===== src/rtl/ccff_bitstream_loader.sv =====
// Serialises host configuration words, MSB first, into a ccff configuration chain.
// It uses a shift register and a one-word holding buffer so that a streaming host sees no gap cycles.
module ccff_bitstream_loader #(
    parameter int WORD_W    = 8,
    parameter int CHAIN_LEN = 12
) (
    input  logic              prog_clk,
    input  logic              prog_reset,
    input  logic              start,
    input  logic [WORD_W-1:0] cfg_data,
    input  logic              cfg_valid,
    output logic              cfg_ready,
    output logic              ccff_head,
    output logic              chain_clk_en,
    output logic              cfg_busy,
    output logic              cfg_done
);

    localparam int NWORDS = (CHAIN_LEN + WORD_W - 1) / WORD_W;
    localparam int BIT_W  = $clog2(CHAIN_LEN + 1);
    localparam int ACT_W  = $clog2(WORD_W + 1);
    localparam int WCNT_W = $clog2(NWORDS + 1);

    localparam logic [BIT_W-1:0]  LAST_BIT     = BIT_W'(CHAIN_LEN);
    localparam logic [WCNT_W-1:0] MAX_WORDS    = WCNT_W'(NWORDS);
    localparam logic [ACT_W-1:0]  WORD_BITS_M1 = ACT_W'(WORD_W - 1);

    typedef enum logic [1:0] {
        IDLE  = 2'd0,
        SHIFT = 2'd1,
        DONE  = 2'd2
    } state_t;

    state_t              state;
    logic [WORD_W-1:0]   act_word;
    logic [WORD_W-1:0]   hold_word;
    logic [ACT_W-1:0]    act_cnt;
    logic                hold_full;
    logic [WCNT_W-1:0]   word_cnt;
    logic [BIT_W-1:0]    bit_cnt;

    logic                from_act;
    logic                from_hold;
    logic                emit;
    logic                next_bit;
    logic                accept;
    logic                hold_full_nxt;
    logic [WCNT_W-1:0]   word_cnt_nxt;

    // Bit source selection and next-cycle handshake bookkeeping.
    always_comb begin
        from_act      = 1'b0;
        from_hold     = 1'b0;
        next_bit      = 1'b0;
        accept        = cfg_valid & cfg_ready;
        if (bit_cnt < LAST_BIT) begin
            if (act_cnt != {ACT_W{1'b0}}) begin
                from_act = 1'b1;
                next_bit = act_word[WORD_W-1];
            end else if (hold_full) begin
                // The buffered word moves up and supplies its MSB on the same edge.
                from_hold = 1'b1;
                next_bit  = hold_word[WORD_W-1];
            end else begin
                next_bit = 1'b0;
            end
        end else begin
            next_bit = 1'b0;
        end
        emit          = from_act | from_hold;
        hold_full_nxt = accept | (hold_full & ~from_hold);
        word_cnt_nxt  = word_cnt + WCNT_W'(accept);
    end

    // Loader FSM, word stages, counters and registered outputs.
    always_ff @(posedge prog_clk) begin
        if (prog_reset) begin
            state        <= IDLE;
            act_word     <= {WORD_W{1'b0}};
            hold_word    <= {WORD_W{1'b0}};
            act_cnt      <= {ACT_W{1'b0}};
            hold_full    <= 1'b0;
            word_cnt     <= {WCNT_W{1'b0}};
            bit_cnt      <= {BIT_W{1'b0}};
            cfg_ready    <= 1'b0;
            ccff_head    <= 1'b0;
            chain_clk_en <= 1'b0;
            cfg_busy     <= 1'b0;
            cfg_done     <= 1'b0;
        end else if (start && (state != SHIFT)) begin
            state        <= SHIFT;
            act_word     <= {WORD_W{1'b0}};
            hold_word    <= {WORD_W{1'b0}};
            act_cnt      <= {ACT_W{1'b0}};
            hold_full    <= 1'b0;
            word_cnt     <= {WCNT_W{1'b0}};
            bit_cnt      <= {BIT_W{1'b0}};
            cfg_ready    <= 1'b1;
            chain_clk_en <= 1'b0;
            cfg_busy     <= 1'b1;
            cfg_done     <= 1'b0;
        end else begin
            case (state)
                SHIFT: begin
                    if (chain_clk_en && (bit_cnt == LAST_BIT)) begin
                        state        <= DONE;
                        chain_clk_en <= 1'b0;
                        cfg_ready    <= 1'b0;
                        cfg_busy     <= 1'b0;
                        cfg_done     <= 1'b1;
                    end else begin
                        if (from_act) begin
                            act_word <= {act_word[WORD_W-2:0], 1'b0};
                            act_cnt  <= act_cnt - ACT_W'(1);
                        end else if (from_hold) begin
                            act_word <= {hold_word[WORD_W-2:0], 1'b0};
                            act_cnt  <= WORD_BITS_M1;
                        end else begin
                            act_word <= act_word;
                        end
                        if (accept) begin
                            hold_word <= cfg_data;
                        end else begin
                            hold_word <= hold_word;
                        end
                        // On underrun the head keeps its last value and the enable drops.
                        if (emit) begin
                            ccff_head <= next_bit;
                            bit_cnt   <= bit_cnt + BIT_W'(1);
                        end else begin
                            ccff_head <= ccff_head;
                        end
                        hold_full    <= hold_full_nxt;
                        word_cnt     <= word_cnt_nxt;
                        chain_clk_en <= emit;
                        cfg_ready    <= ~hold_full_nxt && (word_cnt_nxt < MAX_WORDS);
                    end
                end
                IDLE, DONE: begin
                    state        <= state;
                    chain_clk_en <= 1'b0;
                    cfg_ready    <= 1'b0;
                end
                default: begin
                    state        <= IDLE;
                    chain_clk_en <= 1'b0;
                    cfg_ready    <= 1'b0;
                    cfg_busy     <= 1'b0;
                    cfg_done     <= 1'b0;
                end
            endcase
        end
    end

endmodule


===== config.mk =====
export PLATFORM = sky130hd
export DESIGN_NAME = ccff_bitstream_loader
export DESIGN_NICKNAME = d
export VERILOG_FILES = /design/src/rtl/ccff_bitstream_loader.sv
export SDC_FILE = /design/constraint.sdc
export NUM_CORES = 1
export LEC_CHECK = 0
export CAP_MARGIN = 20
export CORE_MARGIN = 8
export CORE_UTILIZATION = 60
export CTS_BUF_LIST = sky130_fd_sc_hd__clkbuf_8
export DETAILED_ROUTE_END_ITERATION = 6
export GPL_TIMING_DRIVEN = 0
export PLACE_DENSITY = 0.89
export SLEW_MARGIN = 10
export SYNTH_ARGS = -nofsm -noshare
export SYNTH_HDL_FRONTEND = slang
export SYNTH_SLANG_ARGS = --single-unit

===== constraint.sdc =====
create_clock -name prog_clk -period 2.6 [get_ports prog_clk]
set_input_delay 0.52 -clock prog_clk [delete_from_list [all_inputs] [get_ports prog_clk]]
set_output_delay 0.52 -clock prog_clk [all_outputs]
set_load 0.02 [all_outputs]

==> metrics.txt <==
status complete, no violations; synth top area cells dfxtp_1 46%, a21oi_1 6.3%, o21ai_0 5.9%; FF+latch area 621 µm²; Buf+Inv Stages, Crit Path 1; sequential area share after synthesis 45.7%; grt ovf 0; Req. time, crit path 2.77 ns; total chip power 0.897 mW; clock-pin slew of the registers on the worst-case setup and hold paths 0.06 ns; first-pass GRT wire length 4870 µm; final worst path period share 76.8%; 1st-pass router iterations 4; routed vias 1,157; Critical Path Max Stage Delay 0.52 ns; main flop type after synthesis dfxtp_1; Syn Nets 170; Static Leak 0.570 nW; PortBufs 16; most frequent cells in the layout 31 x dfxtp_1, 17 x a21oi_1, 16 x nand2_1, 16 x o21ai_0, 16 x clkdlybuf4s50_1; nets 193; Synth top area share 45.7%; Die Height 63.6 µm; antenna fix cells 0; post-layout minimum cycle time 2.00 ns; cell type with the largest total area after synthesis dfxtp_1; Sw Pwr 0.205 mW; DR WL met3 142 µm; footprint of the multi-input gates 673 µm²; Tot GR Track Use 15.1%; Net Sw Frac 22.8%; Critical Path End Type flip-flop; root buf cell clkbuf_8; layout filler cell count 174; vias per cell 5.67; Mapped Area 1360 µm²; post-synth cell types 33; Slew @ Worst Pin 0.588 ns; Inserted Clock Buffers 5; max_cap viols 0; core region area 2170 µm²; clk_lat worst skew 0.28 ns; Yosys reg bits 31; final setup violation count 0; Clock Skews 0.00423 ns; Pint 0.692 mW; Max Clk Rate 0.501 GHz; most common cell after layout, fill and taps aside dfxtp_1; CP startpoint kind flip-flop; Worst EP arrival 2.17 ns; DP Wirelength 2080 µm; Post-Synthesis Cells 154; Routed WL 2990 µm; GP Congestion 0.861; hold-fix buffers at CTS 0; CP delay by family, top compound AO/OA/AOI/OAI gates; clock tree buffer depth 2; min-delay worst type flip-flop to flip-flop; Seq pwr share 54.1%; post_cts resized 0; RSZ-0062 raised after global routing false; share of cells above drive strength 1 9.09%; Top Layer Used met4; Residual DRC 0; Syn Area/Cell 8.82 µm²; post-route ant nets 0; initial antenna violation count 0; Comb pwr share 8.9%; Synth async-reset ratio 0%; H-tree depth 2; CTS Sinks 31; pin count of the biggest net entering global routing 11; EDFF count, synth 0; worst-path maximum fanout 9; Hold Fails Final Rpt 0; vias in the first global route 1,085; Metal-1 WL 1310 µm; metal2 WL 1490 µm; CTS tree done; Routed wire per std cell 14.7 µm; setup bufs post-CTS 0; Yosys warnings 0; setup TNS 0 ns; Initial Util 62.6%; row cnt 17; Die ar. 4040 µm²; slowest stage cell, crit path a211oi_4; DR iter-0 viols 31; Relative slew margins 60.6%; critical path cell sequence inv_1 -> ha_1 -> nor3b_2 -> a211oi_4 -> a21oi_1 -> a311oi_1; clock share of power 36.9%; Die Wd 63.6 µm; Crit Path Class flip-flop to flip-flop; Final Max Slew Viols 0; Area Overhead vs Synth 19.7%; pwr dens 552 nW/µm²; Worst VDD drop 0.000479 V; num ports 17
[metrics by stage]
step           hold slack, ns  utilization, %  std cells  setup slack [ns]  instance area, µm²
2_1_floorplan           0.432               -        154              1.01                1360
3_3_place_gp            0.447            71.6        198             0.568                1550
3_5_place_dp            0.454            71.6        198             0.563                1550
4_1_cts                 0.467            74.9        204             0.611                1630
5_1_grt                 0.492            74.9        204             0.555                1630
6_report                0.467            74.9        204             0.603                1630
[final timing paths]
check	slack (ns)	depth (start not counted)	endpoint	startpoint
worst max-delay path	0.60	6	act_cnt[2]	act_cnt[0]
worst min-delay path	0.47	2	hold_word[4]	hold_word[4]
worst max register to register	0.60	6	act_cnt[2]	act_cnt[0]
worst min register to register	0.47	2	hold_word[4]	hold_word[4]
[logic make-up after synthesis]
group	share of synthesized area, %
AO/OA/AOI/OAI	18.7
XOR/XNOR	1.94
adder cells (fa/ha/maj)	3.69
buffers and inverters	4.70
flip-flops	45.7
multiplexers	5.16
AND/OR/NAND/NOR	20.1
[flip-flops by register name, indices dropped and copies added, names as in the netlist]
signal / count
cfg_done: 1
act_word: 7
hold_word: 8
act_cnt: 4
ccff_head: 1
hold_full: 1
chain_clk_en: 1
bit_cnt: 4
cfg_busy: 1
word_cnt: 2
cfg_ready: 1
[metal layers]
metal	global-route usage, %	vias up
met5	0	-
met4	7.52	0
met3	6.01	5
met2	25.6	28
met1	15.8	538
li1	-	586
[worst register-to-register path, stage by stage (launching register included)]
cell and delay [ns]:
dfxtp_1 0.38, inv_1 0.06, ha_1 0.23, nor3b_2 0.23, a211oi_4 0.52, a21oi_1 0.15, a311oi_1 0.33
[final cells by class]
class                      instances  area share (%)
tap                               28            2.16
inverter                           7            1.62
clock buffer                       5            4.23
multi-input combinational        110            41.4
sequential                        31            38.2
clock inverter                     1           0.231
timing repair buffer              16            9.85
buffer                             6            2.31
[synth_stat cells, types with 2 or more instances]
library cell and n:
xor2_1 2, ha_1 4, o21ai_0 16, nand2b_1 3
nor2_1 11, nor3_1 2, a211oi_1 2, dfxtp_1 31
nand4_1 2, a21oi_1 17, buf_2 3, nand3_1 13
inv_1 7, nand2_1 16, mux2i_1 7
[power by group through the flow]
stage,Combinational (mW),Sequential (mW),Clock [mW]
after CTS,0.0799,0.485,0.333
after global routing,0.0880,0.486,0.359
after global placement,0.0772,0.495,0
final,0.0801,0.485,0.331
after detailed placement,0.0792,0.496,0
after floorplan,0.0408,0.499,0
(Power assumes the default switching activity.)
